$ cat config.mk
export PLATFORM = sky130hd
export DESIGN_NAME = dec_onehot_seq_flat
export DESIGN_NICKNAME = d
export VERILOG_FILES = /design/src/rtl/dec_onehot_seq_if.sv /design/src/rtl/dec_onehot_seq.sv /design/src/flat_wrapper.sv
export SDC_FILE = /design/constraint.sdc
export NUM_CORES = 1
export LEC_CHECK = 0
export CORE_AREA = 4 4 41 43
export DETAILED_ROUTE_END_ITERATION = 12
export DIE_AREA = 0 0 45 47
export GPL_TIMING_DRIVEN = 0
export PLACE_DENSITY_LB_ADDON = 0.3
export SYNTH_ARGS = -nofsm -noshare
export SYNTH_HDL_FRONTEND = slang
export SYNTH_SLANG_ARGS = --single-unit
export TNS_END_PERCENT = 1
$ cat constraint.sdc
create_clock -name clk -period 3 [get_ports clk]
set_input_delay 0.45 -clock clk [delete_from_list [all_inputs] [get_ports clk]]
set_output_delay 0.45 -clock clk [all_outputs]
set_load 0.05 [all_outputs]
$ cat src/rtl/dec_onehot_seq_if.sv
// Control/strobe bundle between a controller and the registered one-hot decoder.
// The controller drives the command side; the decoder returns the strobe and its state.
interface dec_onehot_seq_if #(
   parameter int unsigned SEL_W = 3
);
   localparam int unsigned OUT_W = 1 << SEL_W;

   logic             en;
   logic             clr;
   logic             load;
   logic [SEL_W-1:0] sel;
   logic             step;
   logic [OUT_W-1:0] out;
   logic [SEL_W-1:0] cur;
   logic             active;
   logic             wrap;

   modport master (
      output en, clr, load, sel, step,
      input  out, cur, active, wrap
   );

   modport slave (
      input  en, clr, load, sel, step,
      output out, cur, active, wrap
   );
endinterface

$ cat src/rtl/dec_onehot_seq.sv
// Registered binary-to-one-hot decoder with load, auto-step, clear and wrap pulse.
// PULSE=0 holds the strobe until changed; PULSE=1 strobes once per load/step.
module dec_onehot_seq #(
   parameter int unsigned SEL_W = 3,
   parameter bit          PULSE = 1'b0
) (
   input  logic                clk,
   input  logic                rst_n,
   dec_onehot_seq_if.slave     bus
);
   localparam int unsigned OUT_W = 1 << SEL_W;

   logic [SEL_W-1:0] idx_q, idx_d;
   logic             act_q, act_d;
   logic             wrap_q, wrap_d;

   // Priority: clr > load > step > idle. A step wraps when leaving the top index.
   always_comb begin
      // NOTE: every next-state signal gets a default first so no path leaves it unassigned (no latch).
      idx_d  = idx_q;
      act_d  = PULSE ? 1'b0 : act_q;
      wrap_d = 1'b0;
      if (bus.clr) begin
         idx_d = '0;
         act_d = 1'b0;
      end else if (bus.load) begin
         idx_d = bus.sel;
         act_d = 1'b1;
      end else if (bus.step) begin
         idx_d  = idx_q + 1'b1;
         act_d  = 1'b1;
         wrap_d = &idx_q;
      end
   end

   always_ff @(posedge clk or negedge rst_n) begin
      if (!rst_n) begin
         idx_q  <= '0;
         act_q  <= 1'b0;
         wrap_q <= 1'b0;
      end else begin
         // NOTE: non-blocking assignments so all state updates see pre-edge values.
         idx_q  <= idx_d;
         act_q  <= act_d;
         wrap_q <= wrap_d;
      end
   end

   // en gates the strobe combinationally and never touches state.
   assign bus.out    = (act_q && bus.en) ? (OUT_W'(1) << idx_q) : '0;
   assign bus.cur    = idx_q;
   assign bus.active = act_q;
   assign bus.wrap   = wrap_q;
endmodule

$ cat src/flat_wrapper.sv
// flat-port wrapper written by rule: the top's interface ports become plain ports
module dec_onehot_seq_flat 
#(
   parameter int unsigned SEL_W = 3,
   parameter bit          PULSE = 1'b0
)
  (clk, rst_n, bus_en, bus_clr, bus_load, bus_sel, bus_step, bus_out, bus_cur, bus_active, bus_wrap);
  dec_onehot_seq_if #(.SEL_W(SEL_W)) bus_i ();
  input  logic clk;
  input  logic rst_n;
  input wire logic [$bits(bus_i.en)-1:0] bus_en;
  input wire logic [$bits(bus_i.clr)-1:0] bus_clr;
  input wire logic [$bits(bus_i.load)-1:0] bus_load;
  input wire logic [$bits(bus_i.sel)-1:0] bus_sel;
  input wire logic [$bits(bus_i.step)-1:0] bus_step;
  output wire logic [$bits(bus_i.out)-1:0] bus_out;
  output wire logic [$bits(bus_i.cur)-1:0] bus_cur;
  output wire logic [$bits(bus_i.active)-1:0] bus_active;
  output wire logic [$bits(bus_i.wrap)-1:0] bus_wrap;
  assign bus_i.en = bus_en;
  assign bus_i.clr = bus_clr;
  assign bus_i.load = bus_load;
  assign bus_i.sel = bus_sel;
  assign bus_i.step = bus_step;
  assign bus_out = bus_i.out;
  assign bus_cur = bus_i.cur;
  assign bus_active = bus_i.active;
  assign bus_wrap = bus_i.wrap;
  dec_onehot_seq #(.SEL_W(SEL_W), .PULSE(PULSE)) u_core (.clk(clk), .rst_n(rst_n), .bus(bus_i));
endmodule
==> out/results.ini, run 1 <==
[logic_synthesis]
synth_cell_type_count = 14
synth_compound_area_share_pct = 10.78
synthesis_warnings = 0
yosys.area_share.simple_pct = 28.10
ffs_latches_synth = 5
synth_mux_area_share_pct = 2.614
synth.yosys.seq_area_share_pct = 32.68
main_combinational_cell_family_by_area_after_synthesis = simple AND/OR/NAND/NOR gates
mappedNetlistNets = 52
adder_cell_share_of_the_synthesized_area_pct = 19.61
cells_after_synth = 37
synthXorXnorAreaFrac_pct = 2.288
syn-cell-area_sq_um = 382.9
synth.avg_cell_area_sq_um = 10.35

[setup_path]
critical_path.endpoint_type = output pin
worst_ep_required_time_ns = 2.55
timing.critical_path.slowest_cell_delay_ns = 0.80
slowest_stage = sky130_fd_sc_hd__clkdlybuf4s50_1
critical_path.n_buffers_inverters = 2
r2r_end = u_core.bus.cur[2]
cp_max_fo = 6
critical_path.reg2reg.startpoint = u_core.bus.cur[0]
worst-r2r-setup-slack_ns = 1.63
critical_path.cell_chain = clkdlybuf4s50_1 -> and2_1 -> and3_1 -> clkdlybuf4s50_1
worst_setup_path_start_kind = primary input
critical_path.most_common_cell = sky130_fd_sc_hd__clkdlybuf4s50_1
worst_ep_arrival_time_ns = 2.09
crit_family = buffers and inverters
critical_setup_path_kind = primary input to output pin
ff2ff_path_depth = 4

[clocking]
cts_root_buffer = sky130_fd_sc_hd__clkbuf_4
hold_buffers = 0
buffer_depth_of_the_longest_clock_path = 2
postCtsSetupBuffers = 0
clock_sinks = 5
clock_transition_at_the_registers_of_the_reported_paths_ns = 0.04
tritoncts.num_buffers = 3
ctsHtreeMaxLevel = 1
cts_tree = done
cts_resized = 0
clock_insertion_delay_worst_skew_ns = 0.24

[sta]
fin_crit_ns = 2.538
final_max_slew_viol_count = 0
rsz0062_at_grt = false
fmax_ghz = 0.3940
worst_clock_skew_ns = 0.001342
final-hold-violation-count = 0
max-slew-margin-rel_pct = 66.68
setup-tns-final_ns = 0
layout_worst_path_cycle_share_pct = 84.61
worst-slew-pin-transition_ns = 0.4983
report.final.setup_viol = 0

[grt]
antenna_found_initial = 0
grt-busiest-layer = met2
pin_count_of_the_biggest_net_entering_global_routing = 8
grt_util_met3_pct = 1.533
number_of_global_route_vias_before_repair = 304
met1_track_demand_over_resource_in_global_routing_pct = 8.295
global_route.overflow_total = 0
track_usage_pct = 8.889
gr-usage-met2_pct = 14.41
grt_first_pass_wirelength_microns = 1255

[final_layout]
leading_cell_type_in_the_layout_fill_and_taps_excluded = sky130_fd_sc_hd__clkdlybuf4s50_1
layout_common_cells = sky130_fd_sc_hd__clkdlybuf4s50_1 (21), sky130_fd_sc_hd__and3_1 (8), sky130_fd_sc_hd__ha_1 (6)
fillerInstances = 133
syn_to_final_growth_pct = 66.67
layout.area.seq_sq_um = 125.1
insertedDiodeCount = 0
fin_nets = 78
final_layout_size_suffix_gt1_share_pct = 9.677
multi_input_area_sq_um = 242.7

[worst_hold_path]
min-delay-path-class = primary input to asynchronous set/reset pin

[pwr]
p_seq_share_pct = 34.0
switching_share_pct = 32.72
power-per-cell-area_mw_per_mm2 = 357.4
clockPowerShare_pct = 33.9
cell_internal_pwr_uw = 153.4
pwr-share-comb_pct = 32.1
power_spent_charging_and_discharging_nets_uw = 74.64
power_leakage_uw = 0.0003087
worst_vdd_drop_mv = 0.2181
final_power_uw = 228.1

[floorplan]
io-pin-count = 22
initial_core_util_pct = 29.42
row_cnt = 13
core_area_sq_mm = 0.001301
floorplan.die_area_sq_mm = 0.002115
die_y_microns = 47
die_x_microns = 45

[run_status]
status = finished, final reports clean

[run]
drv_cap = 0

[routing]
remaining_drc_errors = 0
postRouteAntennaNets = 0
drt-total-wl_microns = 818
dr.first_iter.drc_count = 10
avg_wl_per_cell_microns = 10.62
drtPass1Iterations = 4
vias = 348
vias_per_cell = 4.519

[place]
portBuffers = 21
detailedPlacementHpwl_microns = 683.9
routabilityCongestion = 0.7162

-- flip-flops by register name, indices dropped and copies added (netlist names) --
signal             count
u_core.bus.wrap        1
u_core.bus.cur         3
u_core.bus.active      1
-- cells in the mapped netlist (all sizes together) --
cell type  instances  area, sq um
dfrtp              5        125.1
o41ai              1        16.27
and3               8        50.05
nor2               2        7.510
and2               2        12.51
nor2b              2        12.51
a211oi             2        25.02
and4bb             1        12.51
mux2i              1        10.01
inv                4        15.01
ha                 6        75.07
xnor2              1        8.760
nor3               1        5.000
nand3b             1        7.510
-- final cells by class --
class / instances / area share [%]
multi-input cells: 28 / 38.04
repair buffers: 21 / 32.94
flip-flops and latches: 5 / 19.61
clock buffers: 4 / 4.118
well taps: 15 / 2.941
inverters: 4 / 2.353
-- worst register-to-register path, delay by kind of cell, from the launching register on --
kind                     cells  cell delay [ns]
AO/OA/AOI/OAI                1             0.18
adder cells (fa/ha/maj)      2             0.50
flip-flops                   1             0.42
AND/OR/NAND/NOR              1             0.16
-- power groups by stage --
stage,Clock [uW],Combinational (uW),Sequential [uW]
3_5_place_dp,0,74.3,78.7
3_3_place_gp,0,73.7,78.5
2_1_floorplan,0,28.3,92.4
4_1_cts,82.9,74.3,77.7
5_1_grt,88.4,78.9,78.5
6_report,77.2,73.3,77.5
-- routing by layer --
layer	up-vias	wire (microns)
li1	179	-
met1	145	303
met2	19	370
met3	5	105
met4	0	38
met5	-	0
-- metrics by stage --
step / hold WS, ns / instances / worst slack, ns / utilization (%) / cell area, sq um
2_1_floorplan: 0.1544 / 37 / 1.026 / - / 382.9
3_3_place_gp: 0.5589 / 73 / 0.4785 / 47.02 / 611.8
3_5_place_dp: 0.5661 / 73 / 0.4551 / 47.02 / 611.8
5_1_grt: 0.4406 / 77 / 0.3947 / 49.04 / 638.1
6_report: 0.4303 / 77 / 0.4616 / 49.04 / 638.1
4_1_cts: 0.4262 / 77 / 0.4495 / 49.04 / 638.1
-- kinds of logic after synthesis --
group                    after synthesis
AO/OA/AOI/OAI                          3
flip-flops                             5
adder cells (fa/ha/maj)                6
multiplexers                           1
XOR/XNOR                               1
buffers and inverters                  4
AND/OR/NAND/NOR                       17
-- worst max-delay path by stage --
stage	startpoint	to	slack [ns]	depth (start not counted)
after floorplan	u_core.bus.cur[0]	bus_out[7]	1.03	3
after global placement	bus_en	bus_out[5]	0.48	4
after detailed placement	bus_en	bus_out[1]	0.46	4
after CTS	bus_en	bus_out[1]	0.45	4
after global routing	bus_en	bus_out[4]	0.39	4
final	bus_en	bus_out[1]	0.46	4
No activity file was read; power rests on OpenSTA's default activity.
==> run 2, diff against run 1 <==
==> constraint.sdc (replaced) <==
create_clock -name clk -period 2.3 [get_ports clk]
set_input_delay 0.345 -clock clk [delete_from_list [all_inputs] [get_ports clk]]
set_output_delay 0.345 -clock clk [all_outputs]
set_load 0.05 [all_outputs]
==> run 2 against run 1 <==
Via count unchanged. Sequential power increased by 30%. Die area unchanged. Flip-flop and latch count unchanged. Total power increased by 30%. Global-route usage unchanged. Register-to-register slack got worse by 0.70 ns. Combinational power increased by 28%. Non-clock buffer count unchanged. Clock power increased by 31%. Sequential share of layout area increased by 0.31 points. Critical path type unchanged. Largest cell class unchanged.
==> out/results.ini, run 2 (synthesis results as in run 1) <==
[run_status]
status = finished, final reports clean

[place]
routabilityCongestion = 0.7162  ; unchanged
detailedPlacementHpwl_microns = 683.9  ; unchanged
portBuffers = 21  ; unchanged

[clocking]
clock_insertion_delay_worst_skew_ns = 0.24  ; about the same
clock_transition_at_the_registers_of_the_reported_paths_ns = 0.04  ; about the same
cts_root_buffer = sky130_fd_sc_hd__clkbuf_4
cts_tree = done
buffer_depth_of_the_longest_clock_path = 2  ; unchanged
clock_sinks = 5  ; unchanged
postCtsSetupBuffers = 0  ; unchanged
tritoncts.num_buffers = 3  ; unchanged
ctsHtreeMaxLevel = 1  ; unchanged
hold_buffers = 0  ; unchanged

[setup_path]
slowest_stage = sky130_fd_sc_hd__dlygate4sd2_1
r2r_end = u_core.bus.cur[2]
worst_ep_arrival_time_ns = 1.71  ; -0.38 ns
worst-r2r-setup-slack_ns = 0.93  ; -0.70 ns
crit_family = buffers and inverters
critical_path.reg2reg.startpoint = u_core.bus.cur[0]
cp-startpoint = bus_en
worst_ep_required_time_ns = 1.96  ; -0.59 ns
cp_max_fo = 6  ; unchanged
worst_setup_path_start_kind = primary input
critical_path.endpoint_type = output pin
critical_path.n_buffers_inverters = 2  ; unchanged
timing.critical_path.slowest_cell_delay_ns = 0.52  ; -0.28 ns
critical_path.cell_chain = clkdlybuf4s50_1 -> and2_1 -> and3_1 -> dlygate4sd2_1
critical_setup_path_kind = primary input to output pin
ff2ff_path_depth = 4  ; unchanged

[grt]
global_route.overflow_total = 0  ; unchanged
track_usage_pct = 8.889  ; unchanged
number_of_global_route_vias_before_repair = 304  ; unchanged
pin_count_of_the_biggest_net_entering_global_routing = 8  ; unchanged
grt_first_pass_wirelength_microns = 1255  ; unchanged
antenna_found_initial = 0  ; unchanged

[routing]
vias = 348  ; unchanged
drt-total-wl_microns = 819  ; +0.12%
drtPass1Iterations = 4  ; unchanged
avg_wl_per_cell_microns = 10.64  ; +0.12%
dr.first_iter.drc_count = 10  ; unchanged
remaining_drc_errors = 0  ; unchanged
postRouteAntennaNets = 0  ; unchanged
vias_per_cell = 4.519  ; unchanged

[sta]
layout_worst_path_cycle_share_pct = 89.16
worst-slew-pin-transition_ns = 0.4981  ; -0.0001754 ns
final_max_slew_viol_count = 0  ; unchanged
fin_crit_ns = 2.051
worst_clock_skew_ns = 0.001342  ; unchanged
final-hold-violation-count = 0  ; unchanged
fmax_ghz = 0.4877
report.final.setup_viol = 0  ; unchanged
max-slew-margin-rel_pct = 66.69  ; about the same
final.hold.worst_slack_ns = 0.3253  ; -0.1050 ns
rsz0062_at_grt = false
setup-tns-final_ns = 0  ; unchanged

[pwr]
worst_vdd_drop_mv = 0.2842  ; +30%
power_leakage_uw = 0.0003461  ; +12%
power-per-cell-area_mw_per_mm2 = 470.3  ; +32%
final_power_uw = 295.4  ; +30%

[final_layout]
layout.core_utilization_pct = 48.27  ; -0.77 points
fin_nets = 78  ; unchanged
syn_to_final_growth_pct = 64.05
layout_common_cells = sky130_fd_sc_hd__clkdlybuf4s50_1 (13), sky130_fd_sc_hd__and3_1 (8), sky130_fd_sc_hd__dlygate4sd2_1 (8)
insertedDiodeCount = 0  ; unchanged
leading_cell_type_in_the_layout_fill_and_taps_excluded = sky130_fd_sc_hd__clkdlybuf4s50_1
largest_reg_flops = 3  ; unchanged
final_layout_size_suffix_gt1_share_pct = 9.677  ; unchanged

[floorplan]
row_cnt = 13  ; unchanged
die_x_microns = 45  ; unchanged
core_area_sq_mm = 0.001301  ; unchanged
initial_core_util_pct = 29.42  ; unchanged
io-pin-count = 22  ; unchanged
die_y_microns = 47  ; unchanged
floorplan.die_area_sq_mm = 0.002115  ; unchanged

[worst_hold_path]
min-delay-path-class = primary input to asynchronous set/reset pin

[run]
drv_cap = 0  ; unchanged

## run 2: changes by cell type in the layout (fill, tap and decap cells not counted)
cell / delta
sky130_fd_sc_hd__clkdlybuf4s50_1: -8
sky130_fd_sc_hd__dlygate4sd2_1: +8
## run 2: report_power, final
group          total (uW)  switching (uW)  internal [uW]
logic                93.6            54.7           38.9
registers             101            7.34           93.8
clock network         101            35.2           65.5
total                 295            97.2            198
## run 2: timing repair
action | 4_1_cts | 5_1_grt
endpoints found under the hold margin | 0 | 0
endpoints found under the setup margin | 8 | 0
gates resized for setup | 8 | 0
## run 2: final cells by class
class / instances / area [sq um]
Sequential cell: 5 / 125.1
Tap cell: 15 / 18.77
Multi-Input combinational cell: 28 / 242.7
Timing Repair Buffer: 21 / 200.2
Inverter: 4 / 15.01
Clock buffer: 4 / 26.28
Fill cell: 139 / 673.1
## run 2: metal layers
| layer | wire (microns) | GRT usage, % | share of wire [%] |
|---|---|---|---|
| met4 | 38 | 12.28 | 4.6 |
| met3 | 108 | 1.533 | 13 |
| met2 | 370 | 14.41 | 45 |
| met1 | 302 | 8.295 | 37 |
| met5 | 0 | 0 | 0 |
## run 2: how the worst max path moves through the flow
stage	slack [ns]	end	cells after the start
2_1_floorplan	0.43	bus_out[7]	3
3_3_place_gp	-0.01	bus_out[5]	4
3_5_place_dp	-0.03	bus_out[1]	4
4_1_cts	0.24	bus_out[1]	4
5_1_grt	0.15	bus_out[7]	4
6_report	0.25	bus_out[1]	4
## run 2: stage by stage
| stage | setup slack, ns | area (sq um) | std cells |
|---|---|---|---|
| final | 0.2494 | 628.1 | 77 |
| after global routing | 0.1544 | 628.1 | 77 |
| after CTS | 0.2368 | 628.1 | 77 |
| after detailed placement | -0.03491 | 611.8 | 73 |
| after global placement | -0.01147 | 611.8 | 73 |
| after floorplan | 0.4310 | 382.9 | 37 |
